[src/rtl/keccak_msg_feeder.sv]
// -----------------------------------------------------------------------------
// keccak_msg_feeder
//
// Host-side transmitter for the keccak core's word input. Takes a message as a
// byte stream (valid/ready), packs bytes big-endian into 32-bit words, hands
// them to the core honouring buffer_full back-pressure, applies the core's
// final-word rules (is_last / byte_num, extra zero word for 4-byte-aligned
// messages), then waits for the digest and pulses done.
//
// Ports:
//   clk            rising-edge clock
//   reset          asynchronous, active-high, clears all state
//   s_data/s_valid/s_last/s_ready   byte stream in (accept on s_valid&&s_ready)
//   core_clear     one-cycle pulse before each message, ORed into core reset
//   k_in           word to core, byte 0 in [31:24]
//   k_in_ready     k_in valid
//   k_is_last      current word is the final word
//   k_byte_num     valid bytes in the final word (0..3)
//   k_buffer_full  core cannot take a word this cycle
//   k_out_ready    core digest valid (level)
//   busy           high from leaving IDLE through the done cycle
//   done           one-cycle pulse once the digest is valid
// -----------------------------------------------------------------------------
module keccak_msg_feeder (
    input  logic        clk,
    input  logic        reset,
    input  logic [7:0]  s_data,
    input  logic        s_valid,
    input  logic        s_last,
    output logic        s_ready,
    output logic        core_clear,
    output logic [31:0] k_in,
    output logic        k_in_ready,
    output logic        k_is_last,
    output logic [1:0]  k_byte_num,
    input  logic        k_buffer_full,
    input  logic        k_out_ready,
    output logic        busy,
    output logic        done
);

    typedef enum logic [2:0] {
        ST_IDLE      = 3'd0,
        ST_CLEAR     = 3'd1,
        ST_PACK      = 3'd2,
        ST_SEND      = 3'd3,
        ST_SEND_LAST = 3'd4,
        ST_WAIT_HASH = 3'd5,
        ST_DONE      = 3'd6
    } state_t;

    state_t      r_state;
    state_t      w_state_next;
    logic [1:0]  r_cnt;
    logic [1:0]  w_cnt_next;
    logic [31:0] r_word;
    logic [31:0] w_word_next;
    logic [1:0]  r_byte_num;
    logic [1:0]  w_byte_num_next;
    logic        r_pad_pending;
    logic        w_pad_next;

    logic        r_s_ready;
    logic        r_core_clear;
    logic        r_k_in_ready;
    logic        r_k_is_last;
    logic        r_busy;
    logic        r_done;

    // Places byte b at big-endian index idx; index 0 starts a fresh word so
    // the bytes not yet written read as zero.
    function automatic logic [31:0] f_insert_byte(
        input logic [31:0] word,
        input logic [1:0]  idx,
        input logic [7:0]  b
    );
        logic [31:0] res;
        res = word;
        case (idx)
            2'd0:    res = {b, 24'h000000};
            2'd1:    res[23:16] = b;
            2'd2:    res[15:8]  = b;
            2'd3:    res[7:0]   = b;
            default: res = word;
        endcase
        return res;
    endfunction

    // Next-state and datapath update for the message sequencer.
    always_comb begin
        w_state_next    = r_state;
        w_cnt_next      = r_cnt;
        w_word_next     = r_word;
        w_byte_num_next = r_byte_num;
        w_pad_next      = r_pad_pending;
        case (r_state)
            ST_IDLE: begin
                // The first byte only triggers the clear; it is taken in PACK.
                if (s_valid) begin
                    w_state_next = ST_CLEAR;
                end else begin
                    w_state_next = ST_IDLE;
                end
            end
            ST_CLEAR: begin
                w_state_next    = ST_PACK;
                w_cnt_next      = 2'd0;
                w_word_next     = 32'h0000_0000;
                w_byte_num_next = 2'd0;
                w_pad_next      = 1'b0;
            end
            ST_PACK: begin
                // s_ready is high for the whole of PACK, so s_valid is an accept.
                if (s_valid) begin
                    w_word_next = f_insert_byte(r_word, r_cnt, s_data);
                    if (s_last) begin
                        w_cnt_next = 2'd0;
                        if (r_cnt == 2'd3) begin
                            // Full final word: core never sees is_last with 4
                            // bytes, so an empty closing word follows.
                            w_state_next = ST_SEND;
                            w_pad_next   = 1'b1;
                        end else begin
                            w_state_next    = ST_SEND_LAST;
                            w_byte_num_next = r_cnt + 2'd1;
                        end
                    end else if (r_cnt == 2'd3) begin
                        w_state_next = ST_SEND;
                        w_cnt_next   = 2'd0;
                    end else begin
                        w_cnt_next = r_cnt + 2'd1;
                    end
                end else begin
                    w_state_next = ST_PACK;
                end
            end
            ST_SEND: begin
                if (!k_buffer_full) begin
                    if (r_pad_pending) begin
                        w_state_next    = ST_SEND_LAST;
                        w_word_next     = 32'h0000_0000;
                        w_byte_num_next = 2'd0;
                        w_pad_next      = 1'b0;
                    end else begin
                        w_state_next = ST_PACK;
                    end
                end else begin
                    w_state_next = ST_SEND;
                end
            end
            ST_SEND_LAST: begin
                if (!k_buffer_full) begin
                    w_state_next    = ST_WAIT_HASH;
                    w_word_next     = 32'h0000_0000;
                    w_byte_num_next = 2'd0;
                end else begin
                    w_state_next = ST_SEND_LAST;
                end
            end
            ST_WAIT_HASH: begin
                if (k_out_ready) begin
                    w_state_next = ST_DONE;
                end else begin
                    w_state_next = ST_WAIT_HASH;
                end
            end
            ST_DONE: begin
                w_state_next = ST_IDLE;
            end
            default: begin
                w_state_next    = ST_IDLE;
                w_cnt_next      = 2'd0;
                w_word_next     = 32'h0000_0000;
                w_byte_num_next = 2'd0;
                w_pad_next      = 1'b0;
            end
        endcase
    end

    // State and datapath registers.
    always_ff @(posedge clk or posedge reset) begin
        if (reset) begin
            r_state       <= ST_IDLE;
            r_cnt         <= 2'd0;
            r_word        <= 32'h0000_0000;
            r_byte_num    <= 2'd0;
            r_pad_pending <= 1'b0;
        end else begin
            r_state       <= w_state_next;
            r_cnt         <= w_cnt_next;
            r_word        <= w_word_next;
            r_byte_num    <= w_byte_num_next;
            r_pad_pending <= w_pad_next;
        end
    end

    // Control outputs registered from the next state, so each one equals a
    // decode of the current state with no path from any input.
    always_ff @(posedge clk or posedge reset) begin
        if (reset) begin
            r_s_ready    <= 1'b0;
            r_core_clear <= 1'b0;
            r_k_in_ready <= 1'b0;
            r_k_is_last  <= 1'b0;
            r_busy       <= 1'b0;
            r_done       <= 1'b0;
        end else begin
            r_s_ready    <= (w_state_next == ST_PACK);
            r_core_clear <= (w_state_next == ST_CLEAR);
            r_k_in_ready <= (w_state_next == ST_SEND) || (w_state_next == ST_SEND_LAST);
            r_k_is_last  <= (w_state_next == ST_SEND_LAST);
            r_busy       <= (w_state_next != ST_IDLE);
            r_done       <= (w_state_next == ST_DONE);
        end
    end

    assign s_ready    = r_s_ready;
    assign core_clear = r_core_clear;
    assign k_in       = r_word;
    assign k_in_ready = r_k_in_ready;
    assign k_is_last  = r_k_is_last;
    assign k_byte_num = r_byte_num;
    assign busy       = r_busy;
    assign done       = r_done;

endmodule

[config.mk]
export PLATFORM = sky130hd
export DESIGN_NAME = keccak_msg_feeder
export DESIGN_NICKNAME = d
export VERILOG_FILES = /design/src/rtl/keccak_msg_feeder.sv
export SDC_FILE = /design/constraint.sdc
export NUM_CORES = 1
export LEC_CHECK = 0
export CAP_MARGIN = 20
export CORE_ASPECT_RATIO = 1.1
export CORE_MARGIN = 2
export CORE_UTILIZATION = 45
export CTS_CLUSTER_SIZE = 16
export DETAILED_ROUTE_END_ITERATION = 7
export DONT_BUFFER_PORTS = 1
export GPL_TIMING_DRIVEN = 1
export PLACE_DENSITY = 0.56
export SYNTH_ARGS = -nofsm -noshare
export SYNTH_HDL_FRONTEND = slang
export SYNTH_SLANG_ARGS = --single-unit
[constraint.sdc]
create_clock -name clk -period 4.4 [get_ports clk]
set_clock_uncertainty 0.2 [all_clocks]
set_input_delay 0.66 -clock clk [delete_from_list [all_inputs] [get_ports clk]]
set_output_delay 0.66 -clock clk [all_outputs]
set_load 0.02 [all_outputs]
==> results of run 1 <==
==> path summary, 6_finish.rpt <==
check / endpoint / slack (ns) / depth (start not counted)
max reg2reg: k_in[8] / 2.10 / 6
max in group asynchronous: k_in[9] / 3.16 / 1
min: k_in[5] / 0.25 / 1
min reg2reg: r_pad_pending / 0.33 / 2
max: k_in[8] / 2.10 / 6
min in group clk: r_cnt[1] / 0.26 / 1
==> registers in the layout (all words and copies together) (netlist names) <==
register / cells
r_pad_pending: 1
s_ready: 1
k_is_last: 1
k_byte_num: 2
core_clear: 1
k_in: 32
r_cnt: 2
r_state: 3
k_in_ready: 1
busy: 1
done: 1
==> layer usage <==
layer | up-vias | global-route usage
met5 | - | 0
met4 | 0 | 0.05192
met3 | 4 | 0.06965
met2 | 42 | 0.2830
met1 | 693 | 0.2260
li1 | 692 | -
==> placed cells by master, fill, tap and decap left out, types with 3 or more instances in the layout <==
| master | synthesis | routed |
|---|---|---|
| dfrtp_1 | 46 | 46 |
| o21ai_0 | 16 | 16 |
| or2_2 | 3 | 3 |
| nor2_1 | 5 | 5 |
| nor2_4 | 3 | 3 |
| nand2_1 | 30 | 30 |
| inv_1 | 8 | 7 |
| clkbuf_8 | 0 | 6 |
| mux2_1 | 24 | 24 |
| and3_1 | 25 | 25 |
| a21oi_1 | 3 | 3 |
| ha_1 | 5 | 5 |
==> area by class of cell <==
class	count	area [um2]
fill	425	2333
sequential	46	1151
multi-input combinational	139	968.4
clock buffer	7	86.33
tap	56	70.07
inverter	8	30.03
timing repair buffer	1	7.507
clock inverter	1	5.005
==> stage by stage <==
stage | setup slack, ns | hold slack (ns) | instance area (um2)
6_report | 2.096 | 0.2522 | 2318
5_1_grt | 1.944 | 0.2538 | 2318
3_3_place_gp | 2.189 | 0.2907 | 2227
4_1_cts | 2.108 | 0.2530 | 2318
3_5_place_dp | 2.148 | 0.3096 | 2227
2_1_floorplan | 2.297 | 0.2609 | 2182
==> synth_stat cells <==
library cell | count | area [um2]
o21ai_4 | 1 | 16.27
nand3_1 | 1 | 5.000
nor3_1 | 1 | 5.000
a211o_1 | 1 | 8.760
nor2_1 | 5 | 18.77
nand2b_1 | 2 | 12.51
nand2_1 | 30 | 112.6
nor2b_1 | 2 | 12.51
o21ai_0 | 16 | 80.08
and3b_1 | 1 | 8.760
nor3b_1 | 2 | 15.01
mux2_1 | 24 | 270.3
a32o_1 | 1 | 10.01
a21oi_1 | 3 | 15.01
or4_1 | 1 | 7.510
mux2i_1 | 1 | 10.01
buf_4 | 1 | 7.510
dfrtp_1 | 46 | 1151
nor2_4 | 3 | 33.78
o31ai_1 | 2 | 15.01
o211ai_1 | 1 | 7.510
o211ai_2 | 1 | 12.51
inv_1 | 8 | 30.03
o21a_1 | 2 | 15.01
and3_1 | 25 | 156.4
or2_1 | 1 | 6.260
or3_1 | 1 | 6.260
ha_1 | 5 | 62.56
nand3b_1 | 1 | 7.510
and2_1 | 1 | 6.260
nor3b_2 | 1 | 12.51
clkbuf_1 | 4 | 15.01
buf_2 | 2 | 10.01
or2_2 | 3 | 18.77
==> kinds of logic (layout without fill, tap and decap cells) <==
group,count (synthesis),after routing,share of synthesized area
flops,46,46,0.5275
compound gates,28,28,0.08257
buf+inv,15,17,0.02867
fa+ha+maj,5,5,0.02867
simple gates,81,81,0.2041
mux,25,25,0.1284
==> where the power goes <==
part	internal [uW]	switching [uW]	total, uW
Combinational	164	271	435
Sequential	506	160	665
Clock	127	133	259
==> results.toml, run 1 <==
[sta]
setup_tns_ns = 0
grt_setup_unrepaired = "false"
final-setup-viol-count = 0
hold_viol_final = 0
fin_crit_sh = 0.5237
fin_crit_ns = 2.304
worstMarginPinSlew_ns = 0.9425
slew_headroom = 0.3707
slew_viol_final = 0
fmax_mhz = 434.0

[global_routing]
antenna_found_initial = 0
track_usage = 0.1786
grt_pass1_vias = 1403
grt-ovfl-total = 0
grt_max_degree = 47
grt_pass1_wl_um = 7569

[power_and_ir_drop]
p_total_uw = 1360
ir_drop_uv = 327.9
p_per_area_nw_per_um2 = 586.5
p_leak_uw = 0.001219

[clocking]
hold_buffers = 0
cts_tree = "yes"
htreeDepth = 2
cts_sinks = 46
cts_setup_buffers = 0
clock_latency_ns = 0.29
cts_inserted_buffers = 5
ctsResizeCount = 0
cts-root-buf = "clkbuf_8"
clockBufferDepth = 2
clk_pin_slew_ns = 0.08

[floorplanning]
die_w_um = 70.40
die_y_um = 77.04
core_area_um2 = 4652
ios = 54
dieArea_um2 = 5423
start_util = 0.4691
rows = 26

[routing]
drt-pass1-iter-count = 4
ant_nets = 0
dr.max_layer_used = "met4"
drt_wl_total_um = 4670
met2_length_um = 2233
drt_iter0_drc = 75
route.met3.wl_um = 345
drt-met1-wl_um = 2049
post_drt_wl_per_cell_um = 18.10
drc_errors = 0
vias_per_cell = 5.547
vias = 1431

[synth]
syn_avg_cell_area_um2 = 10.91
yosysWarnings = 0
ys_ff_latch = 46
syn_inst = 200
seq_area_frac_synth = 0.5275
syn_area_um2 = 2182
synth_fp_nets = 219
synthDistinctLibCells = 34

[critical_path]
crit_chain = "nor3b_2 > buf_4 > nand2b_1 > nor2_1 > nor2_4 > mux2_1"
cp_slowest_stage_delay_ns = 0.56
slowest_stage = "dfrtp_1"
start_kind = "register"
cp_top_family = "simple AND/OR/NAND/NOR gates"
path_buf_inv = 1
critPathArrivalTime_ns = 2.28
regToRegStartpoint = "r_state[0]"
endpoint_kind = "register"
startpoint = "r_state[0]"
critPathMaxFanout = 34
path_class = "reg -> reg"
required_ns = 4.37

[final_layout]
area_delta_synth_final_pct = 6.250
nNetsFinal = 220
n_antenna_cell = 0
finalNonFillerCells = 258
drive_above_1_share = 0.08911
finish.utilization = 0.4984

[placed_design]
portBuffers = 0
place_inst = 250
dp_hpwl_um = 3425
globalplace.congestion = 0.7882

[worst_hold_path]
hp-class = "in -> async"

[run]
cap_violations = 0

[status]
status = "finished, final reports clean"
No activity file was read; power rests on OpenSTA's default activity.
==> inputs of run 2 (changes only) <==
- ABC_AREA: unset -> 1
- clock period: 4.4 -> 2.2 ns (I/O delays scaled with it)
==> run 2 against run 1 <==
  * Maximum frequency rose by 19%
  * First-iteration DRC count rose by 110%
  * Die area rose by 8.7%
  * Count of clock-buffer cells in the layout did not move
  * Routed wire length rose by 15%
  * Flip-flop and latch count did not move
  * Synthesized cell count rose by 50%
  * Total power rose by 150%
  * Non-clock buffer count rose by 10
  * Via count rose by 34%
  * Critical path depth rose by 2
  * Sequential share of layout area fell by 4.7 points
  * Largest power group is now combinational logic
==> results.toml, run 2 <==
[synth]
syn_inst = 300
ys_top_cells_by_count = "nand2_1 (104), dfrtp_1 (46), nand3_1 (38)"
syn_area_um2 = 2382
synth_edf_count = 0
synth_fp_nets = 319
ys_ff_latch = 46
synthArstFlopShare = 1.000
yosysTopAreaCell = "dfrtp_1"
seq_area_frac_synth = 0.4832
synthDistinctLibCells = 25
synthFlopType = "dfrtp_1"
yosys.area.top_type_share = 0.4832
netlist_top_cells_area = "dfrtp_1 (48%), nand2_1 (16%), nand3_1 (8.0%)"
yosysMostFrequentCell = "nand2_1"
yosysWarnings = 0
syn_avg_cell_area_um2 = 7.941

[global_routing]
grt_pass1_wl_um = 8804
grt_pass1_vias = 1788
antenna_found_initial = 0
track_usage = 0.1946
grt-ovfl-total = 0
grt_max_degree = 27

[routing]
drt_iter0_drc = 161
drt_wl_total_um = 5385
ant_nets = 0
post_drt_wl_per_cell_um = 14.59
vias_per_cell = 5.214
drt-pass1-iter-count = 4
drc_errors = 0
vias = 1924

[clocking]
clk_pin_slew_ns = 0.08
cts_tree = "yes"
clockBufferDepth = 2
cts_setup_buffers = 0
htreeDepth = 2
ctsResizeCount = 0
cts_sinks = 46
cts-root-buf = "clkbuf_8"
clock_latency_ns = 0.29
cts_inserted_buffers = 5

[sta]
hold_viol_final = 0
holdWs_ns = 0.02520
fin_crit_sh = 0.8799
fin_crit_ns = 1.936
setup_tns_ns = 0
slew_viol_final = 0
worstMarginPinSlew_ns = 0.4934
fmax_mhz = 516.6
slew_headroom = 0.6706
final-setup-viol-count = 0
grt_setup_unrepaired = "false"

[power_and_ir_drop]
p_int_uw = 1705
p_total_uw = 3361
ir_drop_uv = 747.1
p_per_area_nw_per_um2 = 1312
p_leak_uw = 0.001373
clkPwrFrac = 0.155
switching_share = 0.4926
power_frac_comb = 0.448
p_switching_uw = 1656
pwr-share-seq = 0.398

[final_layout]
layout_commonest_cell = "nand2_1"
layout_common_cells = "nand2_1 (104), dfrtp_1 (46), nand3_1 (38)"
drive_above_1_share = 0.1158
largest_register_ffs = 32
nNetsFinal = 329
n_antenna_cell = 0
area_delta_synth_final_pct = 7.563

[floorplanning]
rows = 27
ios = 54
start_util = 0.4701
core_area_um2 = 5067
die_w_um = 73.38
die_y_um = 80.31
dieArea_um2 = 5893

[critical_path]
regToRegStartpoint = "r_state[2]"
r2r_setup_slack_ns = 0.26
crit_chain = "inv_2 > nand2_1 > nor2_1 > buf_4 > nand2_1 > nor2_1 > nand3_1 > nand2_1"
reg2reg_depth = 8
cp_top_family = "simple AND/OR/NAND/NOR gates"
required_ns = 2.23
cpMostUsedCell = "nand2_1"
startpoint = "r_state[2]"
start_kind = "register"
path_buf_inv = 2
critPathArrivalTime_ns = 1.97
path_class = "reg -> reg"
critPathMaxFanout = 9
endpoint_kind = "register"
cp_slowest_stage_delay_ns = 0.48
slowest_stage = "dfrtp_1"
crit_cells = 8
r2r-end = "k_in[21]"
crit_path_end = "k_in[21]"

[run]
cap_violations = 0

[placed_design]
dp_hpwl_um = 4071
portBuffers = 0
globalplace.congestion = 0.8726

[worst_hold_path]
hp-class = "in -> reg"

[status]
status = "finished, final reports clean"
## run 2: cell types whose count changed after synthesis, sizes merged, moves of 8 or more
cell	change
and3	-25
inv	+14
mux2	-24
nand2	+78
nand3	+42
nand3b	+8
nor2	+32
o21ai	-11
## run 2: cell type report
type / count / area (um2)
well taps: 58 / 72.57
multi-input cells: 222 / 1067
inverters: 24 / 90.09
clock inverters: 1 / 5.005
flip-flops and latches: 46 / 1151
clock buffers: 7 / 86.33
repair buffers: 11 / 90.09
fillers: 490 / 2505
## run 2: cells by family after synthesis
kind of cell             Yosys count  share of synthesized area
AO/OA/AOI/OAI                      7                    0.01470
adder cells (fa/ha/maj)            5                    0.02626
buffers and inverters             32                    0.06880
flip-flops                        46                     0.4832
AND/OR/NAND/NOR                  210                     0.4070
## run 2: per-layer routing
metal / track usage / wire length, um / up-vias
met2: 0.3153 / 2719 / 53
met1: 0.2605 / 2334 / 891
met5: 0 / 0 / -
met3: 0.04642 / 278 / 5
met4: 0.04909 / 52 / 0
li1: - / - / 975
## run 2: timing repair
action | CTS | global route
hold buffers | 3 | 0
setup endpoints to repair | 0 | 0
hold endpoints to repair | 23 | 0
## run 2: power groups by stage
| stage | clock network [uW] | logic (uW) | registers, uW |
|---|---|---|---|
| floorplan | 0 | 1300 | 1290 |
| global placement | 0 | 1500 | 1350 |
| detailed placement | 0 | 1510 | 1360 |
| CTS | 547 | 1520 | 1340 |
| global route | 595 | 1700 | 1360 |
| finish | 521 | 1500 | 1340 |
## run 2: through the flow
| step | cells | cell area (um2) | worst slack [ns] | utilization |
|---|---|---|---|---|
| 6_report | 369 | 2562 | 0.2642 | 0.5057 |
| 4_1_cts | 369 | 2562 | 0.3052 | 0.5057 |
| 3_3_place_gp | 358 | 2441 | 0.3319 | 0.4817 |
| 2_1_floorplan | 300 | 2382 | 0.4805 | - |
| 3_5_place_dp | 358 | 2441 | 0.3326 | 0.4817 |
| 5_1_grt | 369 | 2562 | 0.1196 | 0.5057 |
## run 2: worst min path at each step
stage | from | endpoint | slack (ns) | cells after the start
3_5_place_dp | reset | k_in[27] | 0.07 | 1
2_1_floorplan | k_out_ready | done | 0.25 | 2
4_1_cts | s_last | r_cnt[0] | 0.02 | 3
6_report | s_last | r_cnt[1] | 0.03 | 3
3_3_place_gp | reset | done | 0.06 | 1
5_1_grt | s_last | r_cnt[1] | 0.02 | 3
## run 2: tightest hold or removal path: stages
cell and delay (ns):
nor3_1 0.03, nand2_1 0.05, o21ai_0 0.06
